File: config.mk
export PLATFORM = sky130hd
export DESIGN_NAME = switch_debounce
export DESIGN_NICKNAME = d
export VERILOG_FILES = /design/src/rtl/debounce_pkg.sv /design/src/rtl/debounce_ch.sv /design/src/rtl/switch_debounce.sv
export SDC_FILE = /design/constraint.sdc
export NUM_CORES = 1
export LEC_CHECK = 0
export ABC_AREA = 1
export CAP_MARGIN = 15
export CORE_UTILIZATION = 53
export CTS_CLUSTER_SIZE = 30
export DETAILED_ROUTE_END_ITERATION = 12
export GPL_TIMING_DRIVEN = 1
export PLACE_DENSITY = 0.86
export SYNTH_ARGS = -nofsm -noshare
export SYNTH_HDL_FRONTEND = slang
export SYNTH_SLANG_ARGS = --single-unit
File: constraint.sdc
create_clock -name clk -period 1.85 [get_ports clk]
set_clock_uncertainty 0.2 [all_clocks]
set_input_delay 0.185 -clock clk [delete_from_list [all_inputs] [get_ports clk]]
set_output_delay 0.185 -clock clk [all_outputs]
set_load 0.01 [all_outputs]
File: src/rtl/debounce_pkg.sv
// Shared types and defaults for the switch debouncer.
package debounce_pkg;

   typedef enum logic {ST_STABLE, ST_PEND} db_state_t;

   localparam int unsigned DEFAULT_STABLE_CYCLES = 16;

endpackage

File: src/rtl/debounce_ch.sv
// One debounced channel: 2-FF synchroniser, stability counter, FSM, level and edge strobes.
module debounce_ch
   import debounce_pkg::*;
#(
   parameter int unsigned STABLE_CYCLES = DEFAULT_STABLE_CYCLES
) (
   input  logic clk,
   input  logic rst_n,
   input  logic raw,
   output logic level,
   output logic rise,
   output logic fall,
   output logic busy
);

   localparam int unsigned CNT_W = $clog2(STABLE_CYCLES + 1);
   localparam logic [CNT_W-1:0] CNT_LAST = CNT_W'(STABLE_CYCLES - 1);

   logic            s1_q, s1_d;
   logic            s2_q, s2_d;
   db_state_t       state_q, state_d;
   logic [CNT_W-1:0] cnt_q, cnt_d;
   logic            level_q, level_d;
   logic            rise_q, rise_d;
   logic            fall_q, fall_d;
   logic            busy_q, busy_d;

   always_comb begin
      s1_d    = raw;
      s2_d    = s1_q;
      state_d = state_q;
      cnt_d   = cnt_q;
      level_d = level_q;
      rise_d  = 1'b0;
      fall_d  = 1'b0;
      unique case (state_q)
         ST_STABLE: begin
            if (s2_q != level_q) begin
               state_d = ST_PEND;
               cnt_d   = CNT_W'(1);
            end else begin
               cnt_d = '0;
            end
         end
         ST_PEND: begin
            if (s2_q == level_q) begin
               // Input bounced back before becoming stable: drop it silently.
               state_d = ST_STABLE;
               cnt_d   = '0;
            end else if (cnt_q == CNT_LAST) begin
               level_d = ~level_q;
               rise_d  = ~level_q;
               fall_d  = level_q;
               state_d = ST_STABLE;
               cnt_d   = '0;
            end else begin
               cnt_d = cnt_q + CNT_W'(1);
            end
         end
         default: begin
            state_d = ST_STABLE;
            cnt_d   = '0;
         end
      endcase
      busy_d = (state_d == ST_PEND);
   end

   always_ff @(posedge clk) begin
      if (!rst_n) begin
         s1_q    <= 1'b0;
         s2_q    <= 1'b0;
         state_q <= ST_STABLE;
         cnt_q   <= '0;
         level_q <= 1'b0;
         rise_q  <= 1'b0;
         fall_q  <= 1'b0;
         busy_q  <= 1'b0;
      end else begin
         s1_q    <= s1_d;
         s2_q    <= s2_d;
         state_q <= state_d;
         cnt_q   <= cnt_d;
         level_q <= level_d;
         rise_q  <= rise_d;
         fall_q  <= fall_d;
         busy_q  <= busy_d;
      end
   end

   assign level = level_q;
   assign rise  = rise_q;
   assign fall  = fall_q;
   assign busy  = busy_q;

endmodule

File: src/rtl/switch_debounce.sv
// Multi-channel switch conditioner; level[1:0] feeds a/b of the downstream XOR top.
module switch_debounce
   import debounce_pkg::*;
#(
   parameter int unsigned N_CH          = 2,
   parameter int unsigned STABLE_CYCLES = DEFAULT_STABLE_CYCLES
) (
   input  logic            clk,
   input  logic            rst_n,
   input  logic [N_CH-1:0] raw,
   output logic [N_CH-1:0] level,
   output logic [N_CH-1:0] rise,
   output logic [N_CH-1:0] fall,
   output logic            busy
);

   logic [N_CH-1:0] busy_ch;

   for (genvar i = 0; i < N_CH; i++) begin : g_ch
      debounce_ch #(
         .STABLE_CYCLES(STABLE_CYCLES)
      ) u_ch (
         .clk  (clk),
         .rst_n(rst_n),
         .raw  (raw[i]),
         .level(level[i]),
         .rise (rise[i]),
         .fall (fall[i]),
         .busy (busy_ch[i])
      );
   end

   assign busy = |busy_ch;

endmodule

==> flow_summary.ini, run 1 <==
[status]
status = completed

[critical_path]
critPathArrivalTime_ns = 1.37
startpoint_type = flip-flop
path_max_fanout = 3
path_class = reg -> out
cpPeakStageDelay_ns = 0.53
cp_cell_sequence = inv_1 -> nand2_1 -> clkdlybuf4s50_1
cp_num_buf_inv = 2
cp.required_ns = 1.46
end_kind = primary output
critPathTopFamily = buffers and inverters
crit_path_top_delay_cell = clkdlybuf4s50_1

[synth]
synth.distinct_cells = 15
synth_largest_area_cell = dfxtp_1
synth_area_um2 = 970
ys_seq_elements = 22
ys_seq_area_share_pct = 45.4
netlist.area_leader.share_pct = 45.4
synth.net_count = 138
synthTopCellsByArea = dfxtp_1 45%, nand2_1 11%, inv_1 9.7%
yosys_warnings = 0
synth.avg_cell_area_um2 = 7.58
syn_inst = 128

[route]
routed_wl_um = 1360
firstDrtPassIters = 2
drc = 0
wire_per_inst_um = 8.49
detail-route-antenna-nets = 0
via_per_inst = 4.46
num_vias = 713
initialDrtViolationCount = 1

[die]
ios = 11
design.core.area_mm2 = 0.00173
num_rows = 15
initial_utilization_pct = 56.2
dieArea_mm2 = 0.00200
die_x_um = 44.8
die_h_um = 44.8

[power]
p_sw_uw = 147
irDropWorstVdd_mv = 0.458
internal_power_uw = 570
power_frac_clock_pct = 28.4
powerDensity_mw_per_mm2 = 667
switching_share_pct = 20.5
seqPwrFrac_pct = 67.5
combPwrFrac_pct = 4.1
power_uw = 717
power.leakage_uw = 0.000512

[grt]
gr-total-overflow = 0
grt_max_degree = 12
grt_pass1_wl_um = 2500
antenna_found_initial = 0
grt.total_usage_pct = 17.0
grt_pass1_vias = 658

[final_layout]
postLayoutCoreUtil_pct = 62.2
layout.nets = 147
fillers = 169
diodes = 0
area_delta_synth_final_pct = 10.8
final_layout_size_suffix_gt1_share_pct = 7.41

[clocking]
cts_tree = yes
ctsLongestPathBuffers = 2
insertion_delay_ns = 0.30
postCtsSetupBuffers = 0
hold_buffers = 0
cts.reportedPaths.clkPinSlew_ns = 0.11
clkSinkCount = 22
h-tree-depth = 1
numCtsBuffers = 3
post_cts_resized = 0
clockRootBuffer = clkbuf_4

[sta]
setup-violations-final = 0
layout_min_cycle_time_ns = 1.76
rsz0062_at_grt = false
fmax_ghz = 0.569
relSlewSlack_pct = 88.6
tightest_slew_ns = 0.170
timing.final.crit_share_pct = 95.0
tns_ns = 0
slew_violations = 0
hold_viol = 0

[place]
place.gp.congestion = 0.731
hpwlAfterDp_um = 1060
buffer_ports.inserted = 10

[min_path]
hp-class = in -> reg

[flow_run]
cap_violations = 0
final cells by class:
cell class / count / area [um2] / area share, %
Multi-Input combinational cell: 71 / 368 / 34.2
Tap cell: 25 / 31.3 / 2.91
Timing Repair Buffer: 11 / 108 / 10.0
Inverter: 28 / 105 / 9.78
Clock buffer: 3 / 22.5 / 2.10
Sequential cell: 22 / 440 / 41.0
logic make-up (layout without fill, tap and decap cells):
family,count (synthesis),count (layout),share of synthesized area [%]
adders and majority gates,6,6,7.74
and+or+nand+nor,59,59,26.3
xor gates and xnor gates,2,2,1.81
DFF,22,22,45.4
buffers and inverters,35,42,16.6
AOI/OAI and AO/OA,4,4,2.06
flip-flops by register name, summed over array words and instances (netlist names):
signal	count
g_ch.u_ch.rise	2
g_ch.u_ch.fall	2
g_ch.u_ch.level	2
g_ch.u_ch.s1_q	2
g_ch.u_ch.cnt_q	10
g_ch.u_ch.state_q	1
g_ch.u_ch.busy	1
g_ch.u_ch.s2_q	2
cell usage in the layout, fill, tap and decap left out:
| master | n |
|---|---|
| nand4_1 | 4 |
| o21ai_0 | 4 |
| nand2_1 | 29 |
| clkdlybuf4s50_1 | 10 |
| dfxtp_1 | 22 |
| nand3_2 | 2 |
| inv_1 | 25 |
| buf_4 | 1 |
| nand2_2 | 2 |
| clkinv_1 | 1 |
| nor2_1 | 17 |
| inv_2 | 2 |
| ha_1 | 6 |
| nand3_1 | 5 |
| xnor2_1 | 2 |
| clkbuf_4 | 3 |
per-stage QoR:
stage	setup slack, ns	hold slack, ns	instances	cell area, um2
2_1_floorplan	0.423	0.0826	128	970
3_3_place_gp	0.328	0.194	157	1050
3_5_place_dp	0.288	0.197	157	1050
4_1_cts	0.0807	0.194	160	1070
5_1_grt	0.0293	0.228	160	1070
6_report	0.0919	0.205	160	1070
Yosys cell counts (all sizes together):
master  number
clkinv       1
o21ai        4
nor2        17
buf          7
xnor2        2
nand4        4
nand2       31
nand3        7
ha           6
inv         27
dfxtp       22
worst paths after layout:
check	from	end	slack [ns]	depth (start not counted)
setup / recovery	g_ch[0].u_ch.state_q	busy	0.09	3
hold reg to reg	g_ch[1].u_ch.s1_q	g_ch[1].u_ch.s2_q	0.22	2
setup reg to reg	g_ch[1].u_ch.cnt_q[0]	g_ch[1].u_ch.level	0.28	9
hold / removal	raw[1]	g_ch[1].u_ch.s1_q	0.21	3
power groups by stage:
stage | logic (uW) | clock network, uW | registers, uW
after floorplan | 18.1 | 0 | 494
after global placement | 28.5 | 0 | 495
after detailed placement | 29.6 | 0 | 495
after CTS | 29.7 | 216 | 484
after global routing | 33.9 | 234 | 485
final | 29.4 | 203 | 484
worst reg2reg max path, cell delays in order (launching register included):
cell and delay, ns:
dfxtp_1 0.40, ha_1 0.20, nand2_1 0.06, nor2_1 0.13
ha_1 0.17, nand2_1 0.05, inv_1 0.07, nand3_1 0.08
nand2_1 0.07, nand2_1 0.05
routing by layer:
metal / global-route usage, % / vias up / wire length [um]
met5: 0 / - / 0
met4: 5.45 / 0 / 6
met3: 6.00 / 2 / 37
met2: 31.8 / 7 / 714
met1: 17.7 / 315 / 601
li1: - / 389 / -
No activity file was read; power rests on OpenSTA's default activity.
==> run 2: changes to the inputs <==
Settings changed: CORE_UTILIZATION 53 to 35, PLACE_DENSITY 0.86 to 0.64.
==> run 2 against run 1 <==
  * Utilization is 20 points lower
  * Via count rose by 0.84%
  * Die area grew 49%
  * First-iteration DRC count increased to 12 times the previous value
  * Routed wire length rose by 1.9%
  * Critical endpoint unchanged
  * Largest power group unchanged
==> flow_summary.ini, run 2 (same netlist as run 1, synthesis figures left out) <==
[status]
status = completed

[route]
firstDrtPassIters = 4
wire_per_inst_um = 8.45
via_per_inst = 4.38
initialDrtViolationCount = 12
num_vias = 719
drc = 0
routed_wl_um = 1390
detail-route-antenna-nets = 0

[die]
ios = 11
num_rows = 18
dieArea_mm2 = 0.00298
initial_utilization_pct = 38.1
die_x_um = 54.6
design.core.area_mm2 = 0.00254
die_h_um = 54.6

[critical_path]
path_class = reg -> out
critPathTopFamily = buffers and inverters
path_max_fanout = 3
critPathArrivalTime_ns = 1.36
cpPeakStageDelay_ns = 0.54
cp.required_ns = 1.46
cp_num_buf_inv = 2
startpoint_type = flip-flop
end_kind = primary output
crit_path_top_delay_cell = clkdlybuf4s50_1
cp_cell_sequence = inv_1 -> nand2_1 -> clkdlybuf4s50_1

[grt]
grt.total_usage_pct = 11.5
grt_pass1_vias = 627
antenna_found_initial = 0
use_met1_pct = 13.7
gr-total-overflow = 0
grt_pass1_wl_um = 2420
busiest_layer = met2
use_met3_pct = 2.50
grt_max_degree = 12
use_met2_pct = 18.9

[sta]
hold_viol = 0
timing.final.crit_share_pct = 94.5
setup-violations-final = 0
relSlewSlack_pct = 71.9
layout_min_cycle_time_ns = 1.75
rsz0062_at_grt = false
tns_ns = 0
final.setup.worst_slack_ns = 0.101
fmax_ghz = 0.572
tightest_slew_ns = 0.420
slew_violations = 0

[clocking]
h-tree-depth = 1
cts_tree = yes
clkSinkCount = 22
hold_buffers = 0
cts.reportedPaths.clkPinSlew_ns = 0.11
postCtsSetupBuffers = 0
clockRootBuffer = clkbuf_4
insertion_delay_ns = 0.30
ctsLongestPathBuffers = 2
post_cts_resized = 0
numCtsBuffers = 3

[power]
switching_share_pct = 21.4
internal_power_uw = 569
p_sw_uw = 155
combPwrFrac_pct = 3.8
irDropWorstVdd_mv = 0.307
power.leakage_uw = 0.000507
seqPwrFrac_pct = 67.0
powerDensity_mw_per_mm2 = 674
power_frac_clock_pct = 29.2

[final_layout]
final_layout_size_suffix_gt1_share_pct = 6.72
final_cell_mix = 29 x nand2_1, 25 x inv_1, 22 x dfxtp_1
top_register = g_ch.u_ch.cnt_q
finalInstanceArea_mm2 = 0.00107
area_delta_synth_final_pct = 10.7
layout.nets = 146
largest_reg_flops = 10
diodes = 0
final_common_cell = nand2_1

[place]
place.gp.congestion = 0.719
hpwlAfterDp_um = 1070
post_dp_cell_area_mm2 = 0.00105
buffer_ports.inserted = 10
place_ws_ns = 0.255

[min_path]
hp-class = in -> reg

[flow_run]
cap_violations = 0
[run 2: power by group through the flow]
| stage | logic (uW) | registers (uW) | clock network [uW] |
|---|---|---|---|
| after floorplan | 18.1 | 494 | 0 |
| after global placement | 27.5 | 495 | 0 |
| after detailed placement | 27.9 | 495 | 0 |
| after CTS | 28.3 | 484 | 219 |
| after global routing | 31.9 | 485 | 237 |
| final | 27.5 | 484 | 211 |
[run 2: stage by stage]
step                hold WS [ns]  util, %  total power, uW  cells
finish                     0.205     42.2              723    164
global route               0.220     42.2              754    164
CTS                        0.201     42.2              731    164
detailed placement         0.206     41.3              523    161
global placement           0.195     41.3              522    161
floorplan                 0.0826        -              512    128
[run 2: cell type report]
class                      count  area (um2)
fill                         278        1470
sequential                    22         440
multi-input combinational     71         368
inverter                      28         105
timing repair buffer          10         100
tap                           30        37.5
clock buffer                   3        22.5
[run 2: final timing paths]
path	startpoint	end	slack, ns	cells past startpoint
setup reg to reg	g_ch[1].u_ch.cnt_q[0]	g_ch[1].u_ch.level	0.26	9
hold / removal	raw[1]	g_ch[1].u_ch.s1_q	0.20	3
setup / recovery	g_ch[0].u_ch.state_q	busy	0.10	3
hold reg to reg	g_ch[1].u_ch.s1_q	g_ch[1].u_ch.s2_q	0.23	2
[run 2: per-layer routing]
layer	vias to the layer above	wire, um
li1	391	-
met2	11	683
met4	0	10
met5	-	0
met3	2	47
met1	315	645
[run 2: worst register-to-register path, cell delays in order, from the launching register on]
cell and delay (ns):
dfxtp_1 0.40, ha_1 0.21, nand2_1 0.06, nor2_1 0.13, ha_1 0.16, nand2_1 0.05
inv_1 0.07, nand3_1 0.09, nand2_1 0.07, nand2_1 0.04
